**config.mk**
```make
export PLATFORM = sky130hd
export DESIGN_NAME = ascon_share_serdes
export DESIGN_NICKNAME = d
export VERILOG_FILES = /design/src/rtl/ascon_pkg.sv /design/src/rtl/ascon_shift_reg.sv /design/src/rtl/ascon_share_serdes.sv
export SDC_FILE = /design/constraint.sdc
export NUM_CORES = 2
export LEC_CHECK = 0
export BUFFER_PORTS_ARGS = -buffer_cell sky130_fd_sc_hd__clkbuf_2
export CAP_MARGIN = 20
export CORE_AREA = 5 5 459 461
export CTS_BUF_LIST = sky130_fd_sc_hd__clkbuf_4
export CTS_CLUSTER_DIAMETER = 120
export DETAILED_ROUTE_END_ITERATION = 10
export DIE_AREA = 0 0 464 466
export GPL_ROUTABILITY_DRIVEN = 1
export GPL_TIMING_DRIVEN = 0
export MAX_ROUTING_LAYER = met4
export SLEW_MARGIN = 20
export SYNTH_ARGS = -nofsm -noshare
export SYNTH_HDL_FRONTEND = slang
export SYNTH_SLANG_ARGS = --single-unit
```
**constraint.sdc**
```tcl
create_clock -name clk -period 44.6 [get_ports clk]
set_clock_uncertainty 0.1 [all_clocks]
set_input_delay 13.38 -clock clk [delete_from_list [all_inputs] [get_ports clk]]
set_output_delay 13.38 -clock clk [all_outputs]
set_load 0.05 [all_outputs]
```
**src/rtl/ascon_pkg.sv**
```systemverilog
// Shared constants, FSM encodings and elaboration helpers for the masked Ascon
// serial front-end.
package ascon_pkg;

  localparam int ASCON_NONCE_W = 128;
  localparam int ASCON_TAG_W   = 128;

  typedef enum logic {
    LD_LOAD = 1'b0,
    LD_FULL = 1'b1
  } ld_state_e;

  typedef enum logic {
    SO_IDLE  = 1'b0,
    SO_SHIFT = 1'b1
  } so_state_e;

  function automatic int ceil_div(input int a, input int b);
    return (a + b - 1) / b;
  endfunction

  function automatic int max2(input int a, input int b);
    return (a > b) ? a : b;
  endfunction

endpackage

```
**src/rtl/ascon_shift_reg.sv**
```systemverilog
// Left-shift register with parallel load; exposes only its top OUT_W bits so
// MSB-first fields stay aligned when the last beat carries padding.
module ascon_shift_reg #(
  parameter int WIDTH = 8,
  parameter int STEP  = 1,
  parameter int OUT_W = WIDTH
) (
  input  logic             clk,
  input  logic             rst,
  input  logic             load_en,
  input  logic [WIDTH-1:0] load_val,
  input  logic             shift_en,
  input  logic [STEP-1:0]  shift_in,
  output logic [OUT_W-1:0] q_top
);

  logic [WIDTH-1:0] q_q, q_d;
  logic [WIDTH-1:0] shifted;

  if (STEP < WIDTH) begin : g_shift
    assign shifted = {q_q[WIDTH-STEP-1:0], shift_in};
  end else begin : g_replace
    assign shifted = shift_in[WIDTH-1:0];
  end

  always_comb begin
    q_d = q_q;
    if (load_en) begin
      q_d = load_val;
    end else if (shift_en) begin
      q_d = shifted;
    end
  end

  always_ff @(posedge clk or posedge rst) begin
    if (rst) begin
      q_q <= '0;
    end else begin
      q_q <= q_d;
    end
  end

  assign q_top = q_q[WIDTH-1 -: OUT_W];

endmodule

```
**src/rtl/ascon_share_serdes.sv**
```systemverilog
// Serial front-end for the masked Ascon core: deserialises share-split inputs
// into parallel registers and streams ciphertext/tag back out under valid/ready.
module ascon_share_serdes
  import ascon_pkg::*;
#(
  parameter int K      = 128,
  parameter int L      = 40,
  parameter int Y      = 40,
  parameter int W      = 1,
  parameter int SHARES = 3
) (
  input  logic                                  clk,
  input  logic                                  rst,
  input  logic                                  in_valid,
  output logic                                  in_ready,
  input  logic [SHARES*W-1:0]                   key_si,
  input  logic [SHARES*W-1:0]                   nonce_si,
  input  logic [SHARES*W-1:0]                   ad_si,
  input  logic [SHARES*W-1:0]                   pt_si,
  output logic [SHARES*K-1:0]                   key_o,
  output logic [SHARES*ASCON_NONCE_W-1:0]       nonce_o,
  output logic [SHARES*((L > 0) ? L : 1)-1:0]   ad_o,
  output logic [SHARES*((Y > 0) ? Y : 1)-1:0]   pt_o,
  output logic                                  fields_valid,
  output logic                                  load_done,
  input  logic                                  clear_i,
  input  logic [((Y > 0) ? Y : 1)-1:0]          ct_i,
  input  logic [ASCON_TAG_W-1:0]                tag_i,
  input  logic                                  out_load,
  output logic                                  out_valid,
  input  logic                                  out_ready,
  output logic [W-1:0]                          ct_so,
  output logic [W-1:0]                          tag_so,
  output logic                                  out_last
);

  localparam int LW = (L > 0) ? L : 1;
  localparam int YW = (Y > 0) ? Y : 1;
  localparam int NI = ceil_div(max2(max2(K, ASCON_NONCE_W), max2(L, Y)), W);
  localparam int NO = ceil_div(max2(Y, ASCON_TAG_W), W);
  localparam int CW = $clog2(max2(NI, NO) + 1);
  localparam int KB = ceil_div(K, W);
  localparam int NB = ceil_div(ASCON_NONCE_W, W);
  localparam int LB = ceil_div(L, W);
  localparam int YB = ceil_div(Y, W);
  localparam int OW = NO * W;

  localparam logic [CW-1:0] NI_LAST = CW'(NI - 1);
  localparam logic [CW-1:0] NO_LAST = CW'(NO - 1);
  localparam logic [CW-1:0] KB_C    = CW'(KB);
  localparam logic [CW-1:0] NB_C    = CW'(NB);
  localparam logic [CW-1:0] LB_C    = CW'(LB);
  localparam logic [CW-1:0] YB_C    = CW'(YB);

  ld_state_e       ld_state_q, ld_state_d;
  logic [CW-1:0]   in_cnt_q, in_cnt_d;
  logic            load_done_q, load_done_d;
  logic            in_fire;

  assign in_fire = in_valid && in_ready;

  always_ff @(posedge clk or posedge rst) begin
    if (rst) begin
      ld_state_q  <= LD_LOAD;
      in_cnt_q    <= '0;
      load_done_q <= 1'b0;
    end else begin
      ld_state_q  <= ld_state_d;
      in_cnt_q    <= in_cnt_d;
      load_done_q <= load_done_d;
    end
  end

  always_comb begin
    ld_state_d  = ld_state_q;
    in_cnt_d    = in_cnt_q;
    load_done_d = 1'b0;
    case (ld_state_q)
      LD_LOAD: begin
        if (in_fire) begin
          in_cnt_d = in_cnt_q + 1'b1;
          if (in_cnt_q == NI_LAST) begin
            ld_state_d  = LD_FULL;
            load_done_d = 1'b1;
          end
        end
      end
      LD_FULL: begin
        if (clear_i) begin
          ld_state_d = LD_LOAD;
          in_cnt_d   = '0;
        end
      end
      default: ld_state_d = LD_LOAD;
    endcase
  end

  always_comb begin
    in_ready     = (ld_state_q == LD_LOAD);
    fields_valid = (ld_state_q == LD_FULL);
    load_done    = load_done_q;
  end

  // Each field stops shifting once its own beats are in, so shorter fields keep
  // their MSB-first alignment while longer ones finish loading.
  for (genvar s = 0; s < SHARES; s++) begin : g_share
    ascon_shift_reg #(.WIDTH(KB * W), .STEP(W), .OUT_W(K)) u_key (
      .clk, .rst, .load_en(1'b0), .load_val('0),
      .shift_en(in_fire && (in_cnt_q < KB_C)),
      .shift_in(key_si[s*W +: W]), .q_top(key_o[s*K +: K])
    );
    ascon_shift_reg #(.WIDTH(NB * W), .STEP(W), .OUT_W(ASCON_NONCE_W)) u_nonce (
      .clk, .rst, .load_en(1'b0), .load_val('0),
      .shift_en(in_fire && (in_cnt_q < NB_C)),
      .shift_in(nonce_si[s*W +: W]), .q_top(nonce_o[s*ASCON_NONCE_W +: ASCON_NONCE_W])
    );
    if (L > 0) begin : g_ad
      ascon_shift_reg #(.WIDTH(LB * W), .STEP(W), .OUT_W(L)) u_ad (
        .clk, .rst, .load_en(1'b0), .load_val('0),
        .shift_en(in_fire && (in_cnt_q < LB_C)),
        .shift_in(ad_si[s*W +: W]), .q_top(ad_o[s*LW +: LW])
      );
    end else begin : g_no_ad
      assign ad_o[s*LW +: LW] = '0;
    end
    if (Y > 0) begin : g_pt
      ascon_shift_reg #(.WIDTH(YB * W), .STEP(W), .OUT_W(Y)) u_pt (
        .clk, .rst, .load_en(1'b0), .load_val('0),
        .shift_en(in_fire && (in_cnt_q < YB_C)),
        .shift_in(pt_si[s*W +: W]), .q_top(pt_o[s*YW +: YW])
      );
    end else begin : g_no_pt
      assign pt_o[s*YW +: YW] = '0;
    end
  end

  so_state_e       so_state_q, so_state_d;
  logic [CW-1:0]   out_cnt_q, out_cnt_d;
  logic            so_load, out_fire;
  logic [OW-1:0]   ct_load, tag_load;

  assign so_load  = (so_state_q == SO_IDLE) && out_load;
  assign out_fire = out_valid && out_ready;

  always_ff @(posedge clk or posedge rst) begin
    if (rst) begin
      so_state_q <= SO_IDLE;
      out_cnt_q  <= '0;
    end else begin
      so_state_q <= so_state_d;
      out_cnt_q  <= out_cnt_d;
    end
  end

  always_comb begin
    so_state_d = so_state_q;
    out_cnt_d  = out_cnt_q;
    case (so_state_q)
      SO_IDLE: begin
        if (out_load) begin
          so_state_d = SO_SHIFT;
          out_cnt_d  = '0;
        end
      end
      SO_SHIFT: begin
        if (out_ready) begin
          if (out_cnt_q == NO_LAST) begin
            so_state_d = SO_IDLE;
          end else begin
            out_cnt_d = out_cnt_q + 1'b1;
          end
        end
      end
      default: so_state_d = SO_IDLE;
    endcase
  end

  always_comb begin
    out_valid = (so_state_q == SO_SHIFT);
    out_last  = (so_state_q == SO_SHIFT) && (out_cnt_q == NO_LAST);
  end

  // Left-align ct/tag so the register shifts zeros into the padding beats.
  if (Y > 0) begin : g_ct_load
    always_comb begin
      ct_load = '0;
      ct_load[OW-1 -: Y] = ct_i;
    end
  end else begin : g_ct_zero
    assign ct_load = '0;
  end

  always_comb begin
    tag_load = '0;
    tag_load[OW-1 -: ASCON_TAG_W] = tag_i;
  end

  ascon_shift_reg #(.WIDTH(OW), .STEP(W), .OUT_W(W)) u_ct (
    .clk, .rst, .load_en(so_load), .load_val(ct_load),
    .shift_en(out_fire), .shift_in('0), .q_top(ct_so)
  );

  ascon_shift_reg #(.WIDTH(OW), .STEP(W), .OUT_W(W)) u_tag (
    .clk, .rst, .load_en(so_load), .load_val(tag_load),
    .shift_en(out_fire), .shift_in('0), .q_top(tag_so)
  );

endmodule

```
Word level (Yosys, flattened, before mapping):

Index checks and enable logic that the tools add are counted.

* magnitude comparators: 2
* equal/unequal tests: 7
* reductions and logical operators: 9
* muxes and demuxes: 20
* add/subtract/negate cells: 2
* bitwise logic cells: 2

Operators by type and width (number)
* $mux W128: 4
* $mux W8: 5
* $pmux W8 S2: 2
* $add A8 B1 Y8 const B: 2
* $eq A8 B7 Y1 const B: 2
* $lt A8 B6 Y1 const B: 1
* $lt A8 B8 Y1 const B: 1
* $ne A2 B2 Y1 const B: 4
* $mux W1: 7
* $logic_and A1 B1 Y1: 6
* $pmux W1 S2: 2
* $reduce_and A3 Y1: 1
* $ne A2 B1 Y1 const B: 1
* $not A1 Y1: 2
* $reduce_and A2 Y1: 1
* $reduce_bool A2 Y1: 1

* output and inout port bits: 1015
* register bits after elaboration: 1283
* logic and storage cells: 61

Logic depth before layout (Yosys ltp):

* depth in word-level cells: 4
* mapped depth: 8

By module:

A second synthesis with hierarchy kept.

* cells, all modules: 5598
* area total of the unflattened synthesis: 60041.3 um2

Modules (own cells, without submodules)
* ascon_shift_reg (g_share[0].u_key ...): sequential area each 3203.1 um2, instances 8, cells each 555, area each 5952.0 um2
* ascon_shift_reg (g_share[0].g_ad.u_ad ...): sequential area each 1001.0 um2, instances 6, cells each 175, area each 1901.8 um2
* ascon_share_serdes: sequential area each 475.5 um2, instances 1, cells each 108, area each 1014.7 um2

Worst setup path after synthesis:

OpenSTA, ideal clock, no wires.

* path kind: input to register
* start: input in_valid
* end: register g_share[0].g_ad.u_ad.q_q[10]
* arrival time: 14691 ps
* cell stages on the path: 7
* path slack: 29681 ps
* required time: 44372 ps
* path buffers: 3
* path through: nand2b_1 or2_1 buf_2 nor3_4 buf_4 buf_4 mux2_1

* cells in the longest elaborated chain, start to end: 2

Ends and longest elaborated chain
* start, declared: RTL line ascon_share_serdes.sv:14 `input logic in_valid,`
* $logic_and A1 B1 Y1: RTL line ascon_share_serdes.sv:60 `assign in_fire = in_valid && in_ready;`
* $logic_and A1 B1 Y1: RTL line ascon_share_serdes.sv:120 `.shift_en(in_fire && (in_cnt_q < LB_C)),`
* end signal, assigned: RTL line ascon_shift_reg.sv:39 `q_q <= q_d;`
* end, declared: RTL line ascon_shift_reg.sv:17 `logic [WIDTH-1:0] q_q, q_d;`

No other way between the ends.
A chain may end at the register's enable or synchronous reset.

Worst setup path after layout:

* start: register out_cnt_q[0]
* end: output out_last

* cells in the longest elaborated chain, start to end: 2

Ends and longest elaborated chain
* start, declared: RTL line ascon_share_serdes.sv:138 `logic [CW-1:0] out_cnt_q, out_cnt_d;`
* start signal, assigned: RTL line ascon_share_serdes.sv:151 `out_cnt_q <= out_cnt_d;`
* $eq A8 B7 Y1: RTL line ascon_share_serdes.sv:180 `out_last = (so_state_q == SO_SHIFT) && (out_cnt_q == NO_LAST);`
* $logic_and A1 B1 Y1: RTL line ascon_share_serdes.sv:180
* end, declared: RTL line ascon_share_serdes.sv:34 `output logic out_last`

No other way between the ends.

==> flow_summary_export.csv <==
group,metric,value,unit
die,dieArea,216000,um^2
logic_synthesis,ys_warn_count,0,
critical_path,critPathTopFamily,"simple AND/OR/NAND/NOR gates",
power,pwr-share-clk,32.1,%
cells_and_area,layout-drive-gt1-share,28.1,%
critical_path,path_class,"register to output port",
clock_network,insertion_delay,1.27,ns
sta,fin_crit_sh,36.3,%
die,core-area,206000,um^2
die,io_pins,1201,
route,ant_nets,0,
route,drt-pass1-iter-count,9,
critical_path,cp_data_required_time,31.12,ns
clock_network,root_buffer,"clkbuf_4",
logic_synthesis,synthCells,4762,
critical_path,endpoint_kind,"output port",
clock_network,clock_path_buffers,4,
route,wire_per_inst,19.2,um
clock_network,cts_setup_buffers,0,
logic_synthesis,synth_top_area_share,65.3,%
cells_and_area,n_fill_cell,21724,
logic_synthesis,ys_seq_area_share,65.3,%
grt,grt_pass1_vias,39580,
grt,grt.total_usage,16.6,%
flow_run,maxCapViolations,0,
power,sequentialPowerShare,41.8,%
die,initial_core_util,22.2,%
route,drt-initial-drc-count,2618,
critical_path,worstSetupStartpointType,"register",
sta,whs,0.325,ns
logic_synthesis,synthFlopType,"dfrtp_1",
logic_synthesis,synth_edf_count,0,
sta,fin_setup_tns,0,ns
clock_network,htreeDepth,5,
logic_synthesis,yosysTopAreaCell,"dfrtp_1",
power,p_leak,34.1,nW
route,drc_errors,4,
cells_and_area,areaGrowthSynthToFinish,31.8,%
logic_synthesis,syn_avg_cell_area,9.62,um^2
critical_path,cp.arrival,2.72,ns
power,p_sw,0.00124,W
route,routed_wl,179000,um
power,combPwrFrac,26.1,%
sta,clock.fmax,0.0617,GHz
logic_synthesis,synth_area,45800,um^2
critical_path,crit_buf_inv,1,
route,viasPerCell,4.26,
cells_and_area,finish.instance_area,60400,um^2
die,rows,167,
clock_network,cts_sinks,1195,
sta,tightest_slew,1.08,ns
sta,slew_headroom,28.2,%
placement,post_dp_cell_area,56100,um^2
die,die_x,464,um
power,intPower,0.00194,W
critical_path,cp_cell_sequence,"ha_1 > nand3_1 > nor3_1 > and2_1 > clkbuf_2",
power,vdd_drop_max,0.0485,mV
clock_network,cts_resized,0,
placement,dp_hpwl,141000,um
power,p_per_area,52.6,nW/um^2
critical_path,slowest_stage,"dfrtp_1",
logic_synthesis,yosys-top-cells-area,"dfrtp_1 (65%), nand2_1 (22%), mux2_1 (4.9%)",
grt,grt_max_degree,36,
logic_synthesis,async_reset_ff_share,100,%
placement,place_congestion,0.960,
grt,antenna_found_initial,22,
sta,rsz0062_at_grt,"false",
power,switching_share,38.9,%
logic_synthesis,yosysUniqueCellTypes,40,
clock_network,clkTransAtPathRegs,0.07,ns
critical_path,max_stage_delay,0.38,ns
critical_path,worstPathMaxFanout,7,
sta,drv_slew,0,
cells_and_area,final_nets,6539,
logic_synthesis,synth-seq-cells,1195,
hold_path,hold_path.class,"register to register",
sta,setup_violations,0,
die,die_h,466,um
grt,overflow,0,
clock_network,cts_hold_buf,0,
grt,grt_pass1_wl,264000,um
sta,hold_viol,0,
clock_network,cts_tree,"done",
outcome,violations,"design-rule violations",
logic_synthesis,syn_nets,4950,
clock_network,cts_buffers,343,
outcome,status,"finished with violations",
sta,min_period,16.20,ns
route,dr_total_vias,39633,
placement,io_buffers,1200,
-- sequential cells by signal, summed over array words and instances, names as in the netlist --
register / cells
u_ct.q_q: 40
u_tag.q_q: 128
g_share.u_key.q_top: 384
g_share.g_pt.u_pt.q_top: 120
in_cnt_q: 8
out_cnt_q: 8
load_done: 1
fields_valid: 1
out_valid: 1
g_share.u_nonce.q_top: 384
g_share.g_ad.u_ad.q_top: 120
-- power by group through the flow --
stage          combinational [W]  sequential, W  clock, W
2_1_floorplan           0.000241        0.00166         0
3_3_place_gp            0.000821        0.00135         0
3_5_place_dp            0.000840        0.00135         0
4_1_cts                 0.000841        0.00133   0.00106
5_1_grt                 0.000879        0.00135   0.00112
6_report                0.000829        0.00133   0.00102
-- worst min-delay path, stage by stage, from the launching register on --
cell	delay [ns]
dfrtp_1	0.38
nand2_1	0.06
nand2_1	0.05
-- layout make-up --
class                           instances  area (um^2)  area share [%]
Antenna cell                           28         70.1           0.116
Clock inverter                         70          435           0.721
Sequential cell                      1195        29900            49.5
Inverter                                4         18.8          0.0311
Clock buffer                          502         3770            6.24
Multi-Input combinational cell       3289        14800            24.5
Timing Repair Buffer                 1244         6920            11.5
Buffer                                274         1120            1.86
Tap cell                             2704         3380            5.60
-- per-layer routing --
| layer | vias up | wire length, um | GRT usage, % |
|---|---|---|---|
| li1 | 18332 | - | - |
| met1 | 19372 | 66300 | 17.6 |
| met2 | 1589 | 88400 | 27.6 |
| met3 | 340 | 16400 | 6.23 |
| met4 | 0 | 7650 | 7.19 |
| met5 | - | 0 | - |
-- path summary, 6_finish.rpt --
path | startpoint | endpoint | slack (ns) | cells past startpoint
max | out_cnt_q[0]$_DFFE_PP0P_ | out_last | 28.40 | 5
min | g_share[0].u_nonce.q_top[109]$_DFFE_PP0P_ | g_share[0].u_nonce.q_top[110]$_DFFE_PP0P_ | 0.32 | 2
max reg2reg | fields_valid$_DFF_PP0_ | g_share[0].u_nonce.q_top[10]$_DFFE_PP0P_ | 41.36 | 8
min reg2reg | g_share[0].u_nonce.q_top[109]$_DFFE_PP0P_ | g_share[0].u_nonce.q_top[110]$_DFFE_PP0P_ | 0.32 | 2
max in group asynchronous | rst | g_share[1].u_nonce.q_top[85]$_DFFE_PP0P_ | 28.97 | 15
min in group asynchronous | rst | g_share[1].g_ad.u_ad.q_top[0]$_DFFE_PP0P_ | 12.06 | 2
-- synthesized netlist by cell type (4+ instances only) --
cell and instances:
a21oi_1 5, a31oi_1 168, buf_1 9, buf_2 6
buf_4 22, clkbuf_1 237, dfrtp_1 1195, inv_1 4
mux2_1 200, mux2_2 40, nand2_1 2646, nand3_1 8
nor2_1 172, nor3_1 4, o21ai_0 4, o22ai_1 4
-- cells by family after synthesis --
kind of cell | count (synthesis) | synth area share, %
xor gates and xnor gates | 4 | 0.0765
AOI/OAI and AO/OA | 197 | 2.73
and+or+nand+nor | 2844 | 23.4
DFF | 1195 | 65.3
buffers and inverters | 278 | 2.47
adders and majority gates | 2 | 0.0546
muxes | 242 | 5.94
-- placed cells by master (no fill, tap or decap), types with 4 or more instances in the layout --
cell type / count
clkbuf_4: 502
clkbuf_2: 1203
mux2_2: 40
buf_4: 22
mux2_1: 200
bufinv_16: 5
dfrtp_1: 1195
buf_16: 4
nor2_1: 172
nor3_1: 4
o22ai_1: 4
clkinv_1: 44
o21ai_0: 4
buf_1: 9
clkinv_2: 13
a21oi_1: 5
a31oi_1: 168
nand3_1: 8
clkinvlp_4: 5
diode_2: 28
buf_12: 40
clkbuf_1: 234
nand2_1: 2646
buf_2: 6
-- per-stage QoR --
step                utilization [%]  cells  total power [W]  worst slack [ns]
finish                         29.3   9310          0.00318             28.40
global route                   29.3   9310          0.00335             28.07
CTS                            29.3   9282          0.00323             28.22
detailed placement             27.2   8710          0.00219             27.66
floorplan                         -   4762          0.00190             14.61
global placement               26.8   8666          0.00217              7.41
No activity file was read; power rests on OpenSTA's default activity.
